**config.mk**
```make
export PLATFORM = sky130hd
export DESIGN_NAME = con_feeder_flat
export DESIGN_NICKNAME = d
export VERILOG_FILES = /design/src/rtl/con_feeder_pkg.sv /design/src/rtl/con_feeder_if.sv /design/src/rtl/con_feeder_ram.sv /design/src/rtl/con_feeder.sv /design/src/flat_wrapper.sv
export SDC_FILE = /design/constraint.sdc
export NUM_CORES = 2
export LEC_CHECK = 0
export CORE_MARGIN = 1
export CORE_UTILIZATION = 34
export DETAILED_ROUTE_END_ITERATION = 8
export PLACE_DENSITY = 0.58
export SKIP_LAST_GASP = 1
export SLEW_MARGIN = 15
export SYNTH_ARGS = -nofsm -noshare
export SYNTH_HDL_FRONTEND = slang
export SYNTH_HIERARCHICAL = 1
export SYNTH_SLANG_ARGS = --single-unit
```
**constraint.sdc**
```tcl
create_clock -name clk -period 4.75 [get_ports clk]
set_input_delay 0.95 -clock clk [delete_from_list [all_inputs] [get_ports clk]]
set_output_delay 0.95 -clock clk [all_outputs]
set_load 0.01 [all_outputs]
```
**src/rtl/con_feeder_pkg.sv**
```systemverilog
// Shared constants and FSM state type for the convolution feeder and its engine.
package con_feeder_pkg;

  localparam int unsigned N_CORE    = 9;
  localparam int unsigned N_PICS    = 49;
  localparam int unsigned N_RES     = 25;
  localparam int unsigned DRAIN_MAX = 64;
  localparam int unsigned DW        = 16;
  localparam int unsigned LD_AW     = 6;
  localparam int unsigned RD_AW     = 5;

  typedef enum logic [1:0] {
    ST_IDLE,
    ST_STREAM,
    ST_DRAIN,
    ST_DONE
  } state_e;

endpackage

```
**src/rtl/con_feeder_if.sv**
```systemverilog
// Word stream to the convolution engine and its result/finish return path.
interface con_feeder_if;

  logic                         con_ena;
  logic [con_feeder_pkg::DW-1:0] con_data;
  logic                         con_valid;
  logic [con_feeder_pkg::DW-1:0] con_result;
  logic                         con_finish;

  modport master (
    output con_ena, con_data,
    input  con_valid, con_result, con_finish
  );

  modport slave (
    input  con_ena, con_data,
    output con_valid, con_result, con_finish
  );

endinterface

```
**src/rtl/con_feeder_ram.sv**
```systemverilog
// Stream buffer: synchronous write, asynchronous read, contents not reset.
module con_feeder_ram #(
  parameter int unsigned DEPTH = 58,
  parameter int unsigned DW    = 16,
  parameter int unsigned AW    = 6
) (
  input  logic          clk,
  input  logic          we,
  input  logic [AW-1:0] waddr,
  input  logic [DW-1:0] wdata,
  input  logic [AW-1:0] raddr,
  output logic [DW-1:0] rdata
);

  logic [DW-1:0] mem [DEPTH];

  always_ff @(posedge clk) begin
    if (we) mem[waddr] <= wdata;
  end

  assign rdata = mem[raddr];

endmodule

```
**src/rtl/con_feeder.sv**
```systemverilog
// Streams kernel+picture words to a convolution engine, collects its results
// and reports completion with a count/timeout error flag.
module con_feeder #(
  parameter int unsigned N_CORE    = con_feeder_pkg::N_CORE,
  parameter int unsigned N_PICS    = con_feeder_pkg::N_PICS,
  parameter int unsigned N_RES     = con_feeder_pkg::N_RES,
  parameter int unsigned DRAIN_MAX = con_feeder_pkg::DRAIN_MAX
) (
  input  logic                              clk,
  input  logic                              rst_n,
  input  logic                              ld_we,
  input  logic [con_feeder_pkg::LD_AW-1:0]  ld_addr,
  input  logic [con_feeder_pkg::DW-1:0]     ld_data,
  input  logic                              start,
  output logic                              busy,
  output logic                              done,
  output logic                              err,
  con_feeder_if.master                      con,
  input  logic [con_feeder_pkg::RD_AW-1:0]  rd_addr,
  output logic [con_feeder_pkg::DW-1:0]     rd_data
);

  typedef con_feeder_pkg::state_e state_e;

  localparam int unsigned DW    = con_feeder_pkg::DW;
  localparam int unsigned LD_AW = con_feeder_pkg::LD_AW;
  localparam int unsigned TOTAL = N_CORE + N_PICS;
  localparam int unsigned IW    = $clog2(TOTAL + 1);
  localparam int unsigned CW    = $clog2(N_RES + 1);
  localparam int unsigned TW    = $clog2(DRAIN_MAX + 1);

  state_e          state_q, state_d;
  logic [IW-1:0]   idx_q, idx_d;
  logic            ena_q, ena_d;
  logic [DW-1:0]   data_q, data_d;
  logic            busy_q, busy_d;
  logic            done_q, done_d;
  logic            err_q, err_d;
  logic [CW-1:0]   cnt_q, cnt_d;
  logic            arm_q, arm_d;
  logic [TW-1:0]   tmr_q, tmr_d;
  logic            cap_we;

  logic            ram_we;
  logic [LD_AW-1:0] ram_raddr;
  logic [DW-1:0]   ram_rdata;
  logic [DW-1:0]   res_q [N_RES];

  // Host loads are only accepted while idle so a running stream stays intact.
  assign ram_we    = ld_we && (state_q == con_feeder_pkg::ST_IDLE) && (32'(ld_addr) < TOTAL);
  assign ram_raddr = (state_q == con_feeder_pkg::ST_IDLE) ? '0 : LD_AW'(idx_q);

  con_feeder_ram #(
    .DEPTH (TOTAL),
    .DW    (DW),
    .AW    (LD_AW)
  ) u_ram (
    .clk   (clk),
    .we    (ram_we),
    .waddr (ld_addr),
    .wdata (ld_data),
    .raddr (ram_raddr),
    .rdata (ram_rdata)
  );

  always_ff @(posedge clk or negedge rst_n) begin
    if (!rst_n) begin
      state_q <= con_feeder_pkg::ST_IDLE;
      idx_q   <= '0;
      ena_q   <= 1'b0;
      data_q  <= '0;
      busy_q  <= 1'b0;
      done_q  <= 1'b0;
      err_q   <= 1'b0;
      cnt_q   <= '0;
      arm_q   <= 1'b0;
      tmr_q   <= '0;
    end else begin
      state_q <= state_d;
      idx_q   <= idx_d;
      ena_q   <= ena_d;
      data_q  <= data_d;
      busy_q  <= busy_d;
      done_q  <= done_d;
      err_q   <= err_d;
      cnt_q   <= cnt_d;
      arm_q   <= arm_d;
      tmr_q   <= tmr_d;
    end
  end

  always_comb begin
    state_d = state_q;
    idx_d   = idx_q;
    ena_d   = 1'b0;
    data_d  = '0;
    busy_d  = busy_q;
    done_d  = 1'b0;
    err_d   = err_q;
    cnt_d   = cnt_q;
    arm_d   = 1'b0;
    tmr_d   = tmr_q;
    cap_we  = 1'b0;

    // A capture armed by the previous cycle's con_valid lands now.
    if (arm_q && (state_q == con_feeder_pkg::ST_STREAM || state_q == con_feeder_pkg::ST_DRAIN)) begin
      if (cnt_q < CW'(N_RES)) begin
        cap_we = 1'b1;
        cnt_d  = cnt_q + CW'(1);
      end else begin
        err_d  = 1'b1;
      end
    end

    unique case (state_q)
      con_feeder_pkg::ST_IDLE: begin
        if (start) begin
          state_d = con_feeder_pkg::ST_STREAM;
          busy_d  = 1'b1;
          err_d   = 1'b0;
          cnt_d   = '0;
          ena_d   = 1'b1;
          data_d  = ram_rdata;
          idx_d   = IW'(1);
          tmr_d   = '0;
        end
      end
      con_feeder_pkg::ST_STREAM: begin
        arm_d = con.con_valid;
        if (idx_q < IW'(TOTAL)) begin
          ena_d  = 1'b1;
          data_d = ram_rdata;
          idx_d  = idx_q + IW'(1);
        end else begin
          state_d = con_feeder_pkg::ST_DRAIN;
          tmr_d   = '0;
        end
      end
      con_feeder_pkg::ST_DRAIN: begin
        arm_d = con.con_valid;
        if (con.con_finish) begin
          state_d = con_feeder_pkg::ST_DONE;
          busy_d  = 1'b0;
          done_d  = 1'b1;
          if (cnt_d != CW'(N_RES)) err_d = 1'b1;
        end else if (tmr_q == TW'(DRAIN_MAX - 1)) begin
          state_d = con_feeder_pkg::ST_DONE;
          busy_d  = 1'b0;
          done_d  = 1'b1;
          err_d   = 1'b1;
        end else begin
          tmr_d = tmr_q + TW'(1);
        end
      end
      con_feeder_pkg::ST_DONE: begin
        state_d = con_feeder_pkg::ST_IDLE;
      end
      default: state_d = con_feeder_pkg::ST_IDLE;
    endcase
  end

  always_ff @(posedge clk) begin
    if (cap_we) res_q[cnt_q] <= con.con_result;
  end

  assign rd_data = (32'(rd_addr) < N_RES) ? res_q[rd_addr] : '0;

  assign busy         = busy_q;
  assign done         = done_q;
  assign err          = err_q;
  assign con.con_ena  = ena_q;
  assign con.con_data = data_q;

endmodule

```
**src/flat_wrapper.sv**
```systemverilog
// flat-port wrapper written by rule: the top's interface ports become plain ports
module con_feeder_flat 
#(
  parameter int unsigned N_CORE    = con_feeder_pkg::N_CORE,
  parameter int unsigned N_PICS    = con_feeder_pkg::N_PICS,
  parameter int unsigned N_RES     = con_feeder_pkg::N_RES,
  parameter int unsigned DRAIN_MAX = con_feeder_pkg::DRAIN_MAX
)
  (clk, rst_n, ld_we, ld_addr, ld_data, start, busy, done, err, rd_addr, rd_data, con_con_ena, con_con_data, con_con_valid, con_con_result, con_con_finish);
  con_feeder_if con_i ();
  input  logic clk;
  input  logic rst_n;
  input  logic ld_we;
  input  logic [con_feeder_pkg::LD_AW-1:0] ld_addr;
  input  logic [con_feeder_pkg::DW-1:0] ld_data;
  input  logic start;
  output logic busy;
  output logic done;
  output logic err;
  input  logic [con_feeder_pkg::RD_AW-1:0] rd_addr;
  output logic [con_feeder_pkg::DW-1:0] rd_data;
  output wire logic [$bits(con_i.con_ena)-1:0] con_con_ena;
  output wire logic [$bits(con_i.con_data)-1:0] con_con_data;
  input wire logic [$bits(con_i.con_valid)-1:0] con_con_valid;
  input wire logic [$bits(con_i.con_result)-1:0] con_con_result;
  input wire logic [$bits(con_i.con_finish)-1:0] con_con_finish;
  assign con_con_ena = con_i.con_ena;
  assign con_con_data = con_i.con_data;
  assign con_i.con_valid = con_con_valid;
  assign con_i.con_result = con_con_result;
  assign con_i.con_finish = con_con_finish;
  con_feeder #(.N_CORE(N_CORE), .N_PICS(N_PICS), .N_RES(N_RES), .DRAIN_MAX(DRAIN_MAX)) u_core (.clk(clk), .rst_n(rst_n), .ld_we(ld_we), .ld_addr(ld_addr), .ld_data(ld_data), .start(start), .busy(busy), .done(done), .err(err), .con(con_i), .rd_addr(rd_addr), .rd_data(rd_data));
endmodule
```
; Word level (Yosys, flattened, before mapping)
; Memory sizes are Yosys's and may differ from the RTL's.
; Index checks and enable logic that the tools add are counted.
[classes]
n_div = 0
n_bitwise = 0
order_cmp = 4
n_eq_ne = 11
n_reduce_logical = 13
n_addsub = 3
muxes = 46
n_shift = 0
n_mul = 0
[op_table]
columns = cell, n
row1 = 16-bit two-way mux, 3
row2 = 16-bit one-hot mux with 2 select lines, 1
row3 = 7-bit two-way mux, 4
row4 = 1-bit two-way mux, 21
row5 = 7-bit one-hot mux with 3 select lines, 1
row6 = 5-bit two-way mux, 4
row7 = 6-bit two-way mux, 3
row8 = 6-bit < comparator (second input constant), 2
row9 = 6-bit one-hot mux with 2 select lines, 1
row10 = 5-bit < comparator (second input constant), 2
row11 = 2-bit != test (second input constant), 5
row12 = 3-bit AND reduction, 3
row13 = 2-bit two-way mux, 4
row14 = 2-bit one-hot mux with 4 select lines, 1
row15 = 7-bit by 1-bit adder with 7-bit output (second input constant), 1
row16 = 7-bit by 6-bit == test with 1-bit output (second input constant), 1
row17 = 6-bit by 1-bit adder with 6-bit output (second input constant), 1
row18 = 1-bit one-hot mux with 2 select lines, 3
row19 = 5-bit by 1-bit adder with 5-bit output (second input constant), 1
row20 = 5-bit != test (second input constant), 1
row21 = 5-bit AND reduction, 1
row22 = 2-bit == test (second input constant), 2
row23 = 2-bit nonzero test, 2
row24 = 1-bit logical AND, 3
row25 = other kinds (6), 6
[totals]
mem_bits_rw = 1328
input_bits = 49
latch_bits = 0
out_inout_bits = 36
mem_bits_ro = 0
reg_bits = 41
mem_count = 2
word_cells = 89
[memory_table]
columns = memory, words, word_bits, rd, rd_clocked_by_memory_dff, wr, line_no
row1 = u_core.u_ram.mem, 58, 16, 1, 0, 1, con_feeder_ram.sv:15  ; logic [DW-1:0] mem [DEPTH];
row2 = u_core.res_q, 25, 16, 1, 0, 1, con_feeder.sv:47  ; logic [DW-1:0] res_q [N_RES];

; Logic depth before layout (Yosys ltp)
[logic_depth]
depth_word = 8
mapped_depth = 14
depth_no_buf = 9

; Hierarchy
; The synthesis kept the hierarchy.
[modules_own_cells]
columns = module, area_each_um2, cells_per_inst, seq_area_each_um2, instances
row1 = con_feeder_ram, 36127.1, 1807, 27866.7, 1
row2 = con_feeder, 17339.1, 880, 13037.5, 1

; Least setup slack after synthesis
; Ideal clock, no wire load.
[synth_path]
kind = register to register
start = register u_core.cnt_q[0]
end = memory u_core.res_q[24][0] (enable)
arrival_ps = 3053
n_path_buf = 0
required_time_ps = 4314
synth_period_minus_slack_ps = 3489
setup_slack_ps = 1261
path_stages_with_launch = 4
path_cell_list = dfrtp_1 > o311ai_0 > nand3_1 > nor4b_1
[synth_via]
elab_chain_len = 5
[synth_lines]
columns = item, line_no
row1 = from (decl), con_feeder.sv:39  ; logic [CW-1:0] cnt_q, cnt_d;
row2 = from (signal assigned), con_feeder.sv:86  ; cnt_q <= cnt_d;
row3 = 5-bit < comparator, con_feeder.sv:107  ; if (cnt_q < CW'(N_RES)) begin
row4 = 1-bit two-way mux, con_feeder.sv:107
row5 = 1-bit two-way mux, con_feeder.sv:106  ; if (arm_q && (state_q == con_feeder_pkg::ST_STREAM || state_q == con_feeder_pkg::ST_DRAIN)) begin
row6 = 1-bit two-way mux, con_feeder.sv:163  ; if (cap_we) res_q[cnt_q] <= con.con_result;
row7 = 1-bit two-way mux (implied by the code), con_feeder.sv:163
row8 = to (decl), con_feeder.sv:47
; Several ways; a longest one is shown, not always the timed one.

; Worst setup path after layout
[layout_path]
start = input rd_addr[0] in the netlist's numbering
end = output rd_data[12] in the netlist's numbering
[layout_via]
elab_chain_len = 2
word_cells_on_any_way = 3
cone_classes = order compare: 1 / mux: 1 / memory: 1
[layout_lines]
columns = item, line_no
row1 = from (decl), flat_wrapper.sv:20  ; input logic [con_feeder_pkg::RD_AW-1:0] rd_addr;
row2 = memory read 25 x 16 bit or 5-bit < comparator (tied branches), -
row3 = 16-bit two-way mux (*), con_feeder.sv:166  ; assign rd_data = (32'(rd_addr) < N_RES) ? res_q[rd_addr] : '0;
row4 = to (decl), flat_wrapper.sv:21  ; output logic [con_feeder_pkg::DW-1:0] rd_data;
; Mark *: on every way between the ends. The rest lies on a longest branch, timed or not.

==> run_results.csv <==
group,metric,value,unit
clocking,post_cts_resized,0,
power,finalPower,31.0,mW
clocking,clk_path_buf_depth,3,
detailed_routing,drt_iter0_drc,2350,
detailed_routing,ant_nets,0,
grt,grt_pass1_wl,190000,um
detailed_routing,met1_length,55300,um
timing,worst_slew_pin_slew,1.10,ns
floorplanning,chipHeight,399,um
setup_path,crit_path_start_kind,"input port",
timing,max_freq,236,MHz
layout,fin_area,0.0623,sq mm
clocking,htreeDepth,4,
floorplanning,dieArea,0.159,sq mm
layout,final_nets,3009,
clocking,ctsHoldBuffers,0,
timing,slew_headroom,0.266,
grt,antenna_found_initial,9,
min_path,hold_path_class,"input port to asynchronous set/reset pin",
grt,track_usage,0.163,
run_status,status,"finished clean",
synth,synth_fp_nets,2745,
detailed_routing,vias,27000,
synth,syn_area,0.0535,sq mm
layout,nFillCells,13800,
setup_path,path_max_fanout,48,
layout,drive_gt1_frac,0.226,
timing,fin_crit,4.24,ns
synth,ys.flop_type,"edfxtp_1",
setup_path,required,3.80,ns
floorplanning,fp.coreArea,0.156,sq mm
layout,utilization,0.399,
clocking,clkSinkCount,1369,
setup_path,r2r_cells,9,
power,p_per_area,498,mW/mm^2
place,port_buffers,84,
clocking,post_cts_buffers,0,
timing,hold_violations,0,
layout,flow.area_growth_from_synthesis,16.5,%
setup_path,critPathLaunch,"rd_addr[0]",
layout,regArea,0.0409,sq mm
detailed_routing,drc,0,
setup_path,r2r-start,"u_core/state_q[0]",
synth,synth-warning-count,6,
clocking,worstSkewPairLatency,0.79,ns
synth,synth_edf_count,1328,
power,ir_drop,345,uV
setup_path,r2r_slack,0.73,ns
synth,ys_types,77,
grt,grt_pass1_vias,27200,
timing,skew,0.0462,ns
timing,final_max_slew_viol_count,0,
place,dp_hpwl,79500,um
synth,yosysSeqAreaShare,0.765,
place,place_area,0.0576,sq mm
grt,overflow,0,
clocking,cts_buffers,144,
flow_run,maxCapViolations,0,
floorplanning,start_util,0.342,
floorplanning,ios,85,
floorplanning,die_w,399,um
detailed_routing,dr.pass1.iters,5,
detailed_routing,wl_per_cell,25.2,um
clocking,cts_tree,"done",
detailed_routing,wirelength,129000,um
power,p_leak,19.5,nW
timing,rsz0062_at_grt,"no",
synth,async_flop_share,0.0299,
synth,ys_seq_elements,1369,
timing,fin_tns_setup,0,ns
layout,final_cells,5129,
layout,multi_input_area,0.0118,sq mm
timing,post-route-period-util,0.892,
detailed_routing,top_layer,"met5",
clocking,cts-root-buf,"clkbuf_16",
place,dp_cells,4863,
synth,synthCells,2687,
place,gp_congestion,0.866,
floorplanning,num_rows,145,
timing,finalSetupViolations,0,
synth,avgSynthCellArea,19.9,sq um
layout,layout_commonest_cell,"edfxtp_1",
setup_path,crit_path_end_kind,"primary output",
setup_path,worstPathArrival,3.29,ns
layout,layout_common_cells,"edfxtp_1, mux4_2, buf_4",
detailed_routing,dr_wl_met2,62500,um
clocking,path_clk_slew,0.06,ns
detailed_routing,vias_per_cell,5.26,
detailed_routing,wl_met3,7920,um
grt,grt_max_degree,103,
setup_path,criticalPathCategory,"input port to primary output",
critical path, stage by stage:
cell and delay (ns):
buf_6 0.51, buf_12 0.26, mux4_2 0.50, a32oi_1 0.34, o211ai_1 0.17, clkdlybuf4s50_1 0.51
per-layer routing:
| metal | GRT usage | vias up |
|---|---|---|
| met5 | 0 | - |
| met4 | 0.0530 | 6 |
| met3 | 0.0319 | 191 |
| met2 | 0.264 | 851 |
| met1 | 0.222 | 14300 |
| li1 | - | 11700 |
kinds of logic (layout without fill, tap and decap cells):
group                    Yosys count  in the layout  share of synthesized area
flip-flops                      1369           1369                      0.765
multiplexers                     403            403                      0.131
AND/OR/NAND/NOR                  394            394                     0.0379
AO/OA/AOI/OAI                    346            346                     0.0469
buffers and inverters            164            546                     0.0168
adder cells (fa/ha/maj)            9              9                    0.00211
XOR/XNOR                           2              2                   0.000328
other                              0              2                          0
Yosys cell counts, types with 18 or more instances:
master | instances | area share
a211oi_1 | 48 | 0.0067
mux2_2 | 19 | 0.0040
edfxtp_1 | 1328 | 0.75
mux2i_1 | 150 | 0.028
and3_1 | 18 | 0.0021
nor2b_1 | 77 | 0.0090
clkbuf_1 | 55 | 0.0039
nor2_1 | 142 | 0.010
nand4_1 | 20 | 0.0023
mux4_2 | 230 | 0.097
a21oi_1 | 56 | 0.0052
a22oi_1 | 44 | 0.0062
dfrtp_1 | 41 | 0.019
o22ai_1 | 27 | 0.0032
nand2_1 | 43 | 0.0030
buf_2 | 44 | 0.0041
a221oi_1 | 26 | 0.0043
nand2b_1 | 20 | 0.0023
o211ai_1 | 29 | 0.0041
o21ai_0 | 29 | 0.0027
flip-flops by register name, summed over array words and instances, names as in the netlist:
| signal | count |
|---|---|
| u_core/u_ram/mem | 928 |
| u_core/done | 1 |
| u_core/arm_q | 1 |
| u_core/con.con_data | 16 |
| u_core/res_q | 400 |
| u_core/busy | 1 |
| u_core/state_q | 2 |
| u_core/con.con_ena | 1 |
| u_core/cnt_q | 5 |
| u_core/tmr_q | 7 |
| u_core/idx_q | 6 |
| u_core/err | 1 |
stage by stage:
step | setup slack (ns) | hold slack, ns
after global placement | 0.444 | 0.474
final | 0.512 | 0.311
after CTS | 0.441 | 0.279
after floorplan | 1.26 | 0.458
after detailed placement | 0.442 | 0.479
after global routing | 0.316 | 0.339
final cells by class:
cell class,count,area share
tap,2058,0.0413
multi-input combinational,1154,0.189
inverter,18,0.00108
clock buffer,188,0.0619
timing repair buffer,264,0.0366
antenna,2,0.0000803
sequential,1369,0.656
clock inverter,76,0.0134
path summary, 6_finish.rpt:
kind | endpoint
hold reg to reg | u_core/tmr_q[6]
setup reg to reg | u_core/con.con_data[5]
setup / recovery | rd_data[12]
max in group asynchronous | u_core/con.con_data[15]
hold / removal | u_core/con.con_data[3]
min in group clk | u_core/tmr_q[6]
where the power goes:
| part | switching, mW | internal, mW | leakage [nW] |
|---|---|---|---|
| combinational | 3.61 | 2.73 | 4.74 |
| clock | 4.79 | 6.26 | 2.25 |
| sequential | 0.161 | 13.5 | 12.5 |
| total | 8.56 | 22.4 | 19.5 |
Note: power is estimated with default switching activity, not from simulation.
